**config.mk**
```make
export PLATFORM = sky130hd
export DESIGN_NAME = mem_bus_arbiter
export DESIGN_NICKNAME = d
export VERILOG_FILES = /design/src/rtl/mem_bus_arbiter.sv
export SDC_FILE = /design/constraint.sdc
export NUM_CORES = 1
export LEC_CHECK = 0
export CAP_MARGIN = 5
export CORE_AREA = 4 4 106 108
export DETAILED_ROUTE_END_ITERATION = 8
export DIE_AREA = 0 0 110 112
export SYNTH_ARGS = -nofsm -noshare
export SYNTH_HDL_FRONTEND = slang
export SYNTH_SLANG_ARGS = --single-unit
```
**constraint.sdc**
```tcl
create_clock -name CLK -period 4.1 [get_ports CLK]
set_input_delay 1.23 -clock CLK [delete_from_list [all_inputs] [get_ports CLK]]
set_output_delay 1.23 -clock CLK [all_outputs]
set_load 0.02 [all_outputs]
```
**src/rtl/mem_bus_arbiter.sv**
```systemverilog
// Two-master arbiter for the shared DLX memory port, with a wait-state watchdog.
// Define ARB_ROUND_ROBIN_EN for round-robin tie-breaking; the default build uses fixed M0 priority.
module mem_bus_arbiter #(
    parameter int unsigned AW      = 32,
    parameter int unsigned DW      = 32,
    parameter int unsigned TIMEOUT = 15
) (
    input  logic          CLK,
    input  logic          RESET,
    input  logic          M0_REQ,
    input  logic          M1_REQ,
    input  logic          M0_MR,
    input  logic          M1_MR,
    input  logic          M0_MW,
    input  logic          M1_MW,
    input  logic [AW-1:0] M0_ADDR,
    input  logic [AW-1:0] M1_ADDR,
    input  logic [DW-1:0] M0_DIN,
    input  logic [DW-1:0] M1_DIN,
    output logic          M0_BUSY,
    output logic          M1_BUSY,
    output logic          M0_ERR,
    output logic          M1_ERR,
    output logic [DW-1:0] M_DOUT,
    output logic          MEM_REQ,
    output logic          MEM_MR,
    output logic          MEM_MW,
    output logic [AW-1:0] MEM_ADDR,
    output logic [DW-1:0] MEM_DIN,
    input  logic          MEM_ACK,
    input  logic [DW-1:0] MEM_DOUT,
    output logic [1:0]    GRANT_o,
    output logic [1:0]    STATE_o
);

    localparam int unsigned CW = 8;
    localparam logic [1:0] ST_IDLE = 2'd0;
    localparam logic [1:0] ST_G0   = 2'd1;
    localparam logic [1:0] ST_G1   = 2'd2;
    localparam logic [CW-1:0] CNT_LAST = CW'(TIMEOUT - 1);

    logic [1:0]    state;
    logic [1:0]    state_nxt;
    logic [CW-1:0] wait_cnt;
    logic          g0;
    logic          g1;
    logic          granted;
    logic          sel_req;
    logic          sel_mr;
    logic          sel_mw;
    logic [AW-1:0] sel_addr;
    logic [DW-1:0] sel_din;
    logic          illegal;
    logic          abort;
    logic          finish;
    logic          pick_m1;

    assign g0       = (state == ST_G0);
    assign g1       = (state == ST_G1);
    assign granted  = g0 | g1;
    assign sel_req  = g1 ? M1_REQ  : M0_REQ;
    assign sel_mr   = g1 ? M1_MR   : M0_MR;
    assign sel_mw   = g1 ? M1_MW   : M0_MW;
    assign sel_addr = g1 ? M1_ADDR : M0_ADDR;
    assign sel_din  = g1 ? M1_DIN  : M0_DIN;

    // Transfer end conditions; an abandoned request (REQ low) is neither a finish nor an error.
    assign illegal = granted & sel_req & ~sel_mr & ~sel_mw;
    assign abort   = granted & sel_req & ~illegal & ~MEM_ACK & (wait_cnt == CNT_LAST);
    assign finish  = granted & sel_req & (MEM_ACK | illegal | abort);

    assign M_DOUT = MEM_DOUT;

`ifdef ARB_ROUND_ROBIN_EN
    logic last_m1;

    // Remembers which master was served last, so ties go to the other one.
    always_ff @(posedge CLK) begin
        if (RESET) begin
            last_m1 <= 1'b1;
        end else if (finish) begin
            last_m1 <= g1;
        end
    end

    assign pick_m1 = ~last_m1;
`else
    assign pick_m1 = 1'b0;
`endif

    always_ff @(posedge CLK) begin
        if (RESET) begin
            state <= ST_IDLE;
        end else begin
            state <= state_nxt;
        end
    end

    // Wait-state counter: zero outside a grant, counts grant cycles that did not end the transfer.
    always_ff @(posedge CLK) begin
        if (RESET) begin
            wait_cnt <= '0;
        end else if (granted && (state_nxt == state)) begin
            wait_cnt <= wait_cnt + CW'(1);
        end else begin
            wait_cnt <= '0;
        end
    end

    always_comb begin
        state_nxt = state;
        case (state)
            ST_G0, ST_G1: begin
                if (!sel_req || finish) begin
                    state_nxt = ST_IDLE;
                end
            end
            default: begin
                state_nxt = ST_IDLE;
                if (M0_REQ && M1_REQ) begin
                    state_nxt = pick_m1 ? ST_G1 : ST_G0;
                end else if (M0_REQ) begin
                    state_nxt = ST_G0;
                end else if (M1_REQ) begin
                    state_nxt = ST_G1;
                end
            end
        endcase
    end

    always_comb begin
        MEM_REQ  = 1'b0;
        MEM_MR   = 1'b0;
        MEM_MW   = 1'b0;
        MEM_ADDR = '0;
        MEM_DIN  = '0;
        if (granted) begin
            MEM_REQ  = sel_req & ~illegal & ~abort;
            MEM_MR   = sel_mr;
            MEM_MW   = sel_mw;
            MEM_ADDR = sel_addr;
            MEM_DIN  = sel_din;
        end
        M0_BUSY = M0_REQ & ~(g0 & finish);
        M1_BUSY = M1_REQ & ~(g1 & finish);
        M0_ERR  = g0 & (illegal | abort);
        M1_ERR  = g1 & (illegal | abort);
        GRANT_o = {g1, g0};
        STATE_o = state;
    end

endmodule

```
==> impl_metrics.env, run 1 <==
export IMPL_overflow=0
export IMPL_synthAdderAreaFrac_pct=2.73
export IMPL_clkTransAtPathRegs_ns=0.05
export IMPL_synth_distinct_cells=32
export IMPL_num_rows=37
export IMPL_dp_hpwl_mm=6.84
export IMPL_cts_root_buffer="clkbuf_8"
export IMPL_worstRegToRegCells=6
export IMPL_max_slew_margin_pct=53.7
export IMPL_yosys_warnings=0
export IMPL_cap_violations=0
export IMPL_power_frac_comb_pct=66.5
export IMPL_max_freq_mhz=248
export IMPL_post_cts_setup_buffers=0
export IMPL_start_util_pct=17.9
export IMPL_holdWs_ns=0.474
export IMPL_synthMuxAreaShare_pct=36.6
export IMPL_path_max_fanout=3
export IMPL_power_density_mw_per_mm2=171
export IMPL_timing_final_ws_setup_ns=0.0708
export IMPL_ys_ff_latch=10
export IMPL_vdd_ir_drop_worst_mv=0.201
export IMPL_num_vias=2281
export IMPL_final_max_slew_viol_count=0
export IMPL_ys_top_cells_by_area="mux2i_1 (37%), nor2_1 (16%), buf_4 (14%), dfxtp_1 (11%), ha_1 (2.7%)"
export IMPL_synth_top_family_by_area="multiplexers"
export IMPL_ant_nets=0
export IMPL_synth_xor_area_share_pct=2.87
export IMPL_cp_end_kind="output pin"
export IMPL_dieWidth_um=110
export IMPL_netSwitchingFraction_pct=34.0
export IMPL_netlist_area_leader_share_pct=36.6
export IMPL_syn2layout_area_growth_pct=114
export IMPL_via_per_inst=4.07
export IMPL_cts_max_level=1
export IMPL_dp_cells=557
export IMPL_worstSetupStartpoint="MEM_ACK"
export IMPL_status="finished clean"
export IMPL_clock_sinks=10
export IMPL_drive_gt1_share_pct=4.94
export IMPL_final_hold_viol_count=0
export IMPL_power_switching_mw=0.227
export IMPL_p_int_mw=0.441
export IMPL_placement_setup_worst_slack_ns=-0.320
export IMPL_synthCells=250
export IMPL_fin_crit_sh_pct=98.3
export IMPL_crit_required_ns=2.87
export IMPL_min_period_ns=4.03
export IMPL_nNetsFinal=599
export IMPL_wl_per_cell_um=14.4
export IMPL_critPathLaunchType="input port"
export IMPL_worst_pin_slew_ns=0.691
export IMPL_p_leak_nw=1.35
export IMPL_antenna_found_initial=0
export IMPL_grt_pass1_wl_mm=11.8
export IMPL_yosysSeqAreaShare_pct=10.9
export IMPL_min_path_cells=1
export IMPL_synthesis_nets=423
export IMPL_diodes=0
export IMPL_gp_congestion=0.847
export IMPL_portBuffers=211
export IMPL_die_h_um=112
export IMPL_rr_endpoint="wait_cnt[4]$_SDFF_PP0_"
export IMPL_layout_cells_non_filler=561
export IMPL_grt_pass1_vias=2279
export IMPL_rsz0062_at_grt="no"
export IMPL_die_area_mm2=0.0123
export IMPL_drt_iter0_drc=119
export IMPL_drc=0
export IMPL_rrSetupSlack_ns=2.10
export IMPL_postPlaceCellArea_mm2=0.00386
export IMPL_synth_compound_area_share_pct=3.28
export IMPL_cts_buffers=3
export IMPL_worstSetupPathType="input port to output pin"
export IMPL_netlist_area_mm2=0.00183
export IMPL_grt_start_max_net_pins=36
export IMPL_clkPwrFrac_pct=18.1
export IMPL_p_seq_share_pct=15.4
export IMPL_yosysTopAreaCell="mux2i_1"
export IMPL_firstDrtPassIters=4
export IMPL_cts_hold_buffers=0
export IMPL_clock_skew_ns=0.000352
export IMPL_cts_tree="built"
export IMPL_clkLatencyLatePin_ns=0.23
export IMPL_synthSimpleGateAreaFrac_pct=23.3
export IMPL_hold_class="flip-flop to flip-flop"
export IMPL_clockBufferDepth=2
export IMPL_setup_viol=0
export IMPL_critPathCapture="M1_ERR"
export IMPL_syn_area_per_cell_um2=7.33
export IMPL_pin_count=276
export IMPL_drt_wl_total_mm=8.10
export IMPL_fp_coreArea_mm2=0.0102
export IMPL_grtUsageTotal_pct=11.8
export IMPL_post_route_util_pct=38.3
export IMPL_fin_area_mm2=0.00391
export IMPL_timing_rr_start="STATE_o[1]$_SDFF_PP0_"
export IMPL_crit_arrival_ns=2.80
-- cell usage after synthesis (all sizes together) --
cell type  number
or4b            1
inv             5
a21oi           3
nand3           1
nor2           80
a32oi           1
nand2           3
or4             1
a31oi           1
o31a            2
buf            38
nor3            2
nand4b          1
and3            1
mux2i          67
and2            3
clkbuf         12
xnor2           1
nand4           2
or2             1
a311oi          1
nor3b           2
nor4            1
nand3b          1
xor2            5
dfxtp          10
ha              4
-- cells in the final DEF (no fill, tap or decap), drive strengths merged, types with 2 or more instances in the layout --
cell / instances
ha: 4
clkdlybuf4s50: 206
inv: 5
a21oi: 3
nor3b: 2
nor2: 80
dfxtp: 10
nand2: 3
nand4: 2
and2: 3
buf: 11
dlygate4sd2: 3
clkbuf: 4
nor3: 2
mux2i: 67
xor2: 5
o31a: 2
-- sequential cells by signal, summed over array words and instances (netlist names) --
name / cells
STATE_o: 2
wait_cnt: 8
-- kinds of logic after synthesis --
| group | after synthesis |
|---|---|
| buf+inv | 55 |
| fa+ha+maj | 4 |
| simple gates | 100 |
| mux | 67 |
| compound gates | 8 |
| xor+xnor | 6 |
| flops | 10 |
-- metrics by stage --
step           power (mW)  TNS (ns)
6_report            0.668         0
4_1_cts             0.681         0
5_1_grt             0.708         0
3_3_place_gp        0.551    -0.835
3_5_place_dp        0.555     -1.13
2_1_floorplan       0.335         0
-- timing repair --
item	4_1_cts	5_1_grt
resized for setup	10	1
endpoints found under the setup margin	5	2
hold endpoints to repair	0	0
pin swaps	0	1
-- power by group through the flow --
stage / registers (mW) / logic (mW) / clock network [mW]
floorplan: 0.105 / 0.230 / 0
global placement: 0.105 / 0.447 / 0
detailed placement: 0.105 / 0.450 / 0
CTS: 0.103 / 0.451 / 0.127
global route: 0.103 / 0.475 / 0.130
finish: 0.103 / 0.444 / 0.121
-- metal layers --
| metal | part of all wire (%) | vias up | global-route usage (%) | wire [µm] |
|---|---|---|---|---|
| met2 | 54 | 99 | 22.5 | 4340 |
| met1 | 36 | 1012 | 13.1 | 2950 |
| li1 | - | 1154 | - | - |
| met3 | 8.9 | 16 | 2.61 | 724 |
| met4 | 1.0 | 0 | 2.33 | 82 |
| met5 | 0 | - | 0 | 0 |
-- final cells by class --
| cell class | count | area [µm²] |
|---|---|---|
| Timing Repair Buffer | 221 | 2190 |
| Tap cell | 136 | 170 |
| Multi-Input combinational cell | 185 | 1280 |
| Clock buffer | 4 | 55.1 |
| Fill cell | 1068 | 6320 |
| Sequential cell | 10 | 200 |
| Inverter | 5 | 18.8 |
-- worst min path at each step --
stage,start,to,slack [ns]
after floorplan,wait_cnt[0]$_SDFF_PP0_,wait_cnt[0]$_SDFF_PP0_,0.44
after global placement,wait_cnt[0]$_SDFF_PP0_,wait_cnt[0]$_SDFF_PP0_,0.46
after detailed placement,wait_cnt[0]$_SDFF_PP0_,wait_cnt[0]$_SDFF_PP0_,0.47
after CTS,wait_cnt[0]$_SDFF_PP0_,wait_cnt[0]$_SDFF_PP0_,0.48
after global routing,wait_cnt[0]$_SDFF_PP0_,wait_cnt[0]$_SDFF_PP0_,0.51
final,wait_cnt[0]$_SDFF_PP0_,wait_cnt[0]$_SDFF_PP0_,0.47
-- critical path, cell delays in order --
cell,delay [ns]
clkdlybuf4s50_1,0.41
or4_1,0.56
a21oi_2,0.19
and2_1,0.15
clkdlybuf4s15_2,0.25
Power figures use the tool's default switching activity.
==> run 2, diff against run 1 <==
--- a/config.mk
+++ b/config.mk
@@ -5,7 +5,6 @@
 export SDC_FILE = /design/constraint.sdc
 export NUM_CORES = 1
 export LEC_CHECK = 0
-export CAP_MARGIN = 5
 export CORE_AREA = 4 4 106 108
 export DETAILED_ROUTE_END_ITERATION = 8
 export DIE_AREA = 0 0 110 112
==> results of run 2 <==
No change in the layout: final DEF, timing and power equal those of run 1.
==> run 3, diff against run 2 <==
--- a/config.mk
+++ b/config.mk
@@ -8,6 +8,7 @@
 export CORE_AREA = 4 4 106 108
 export DETAILED_ROUTE_END_ITERATION = 8
 export DIE_AREA = 0 0 110 112
+export GPL_ROUTABILITY_DRIVEN = 0
 export SYNTH_ARGS = -nofsm -noshare
 export SYNTH_HDL_FRONTEND = slang
 export SYNTH_SLANG_ARGS = --single-unit
==> results of run 3 <==
No change in the layout: final DEF, timing and power equal those of run 1.
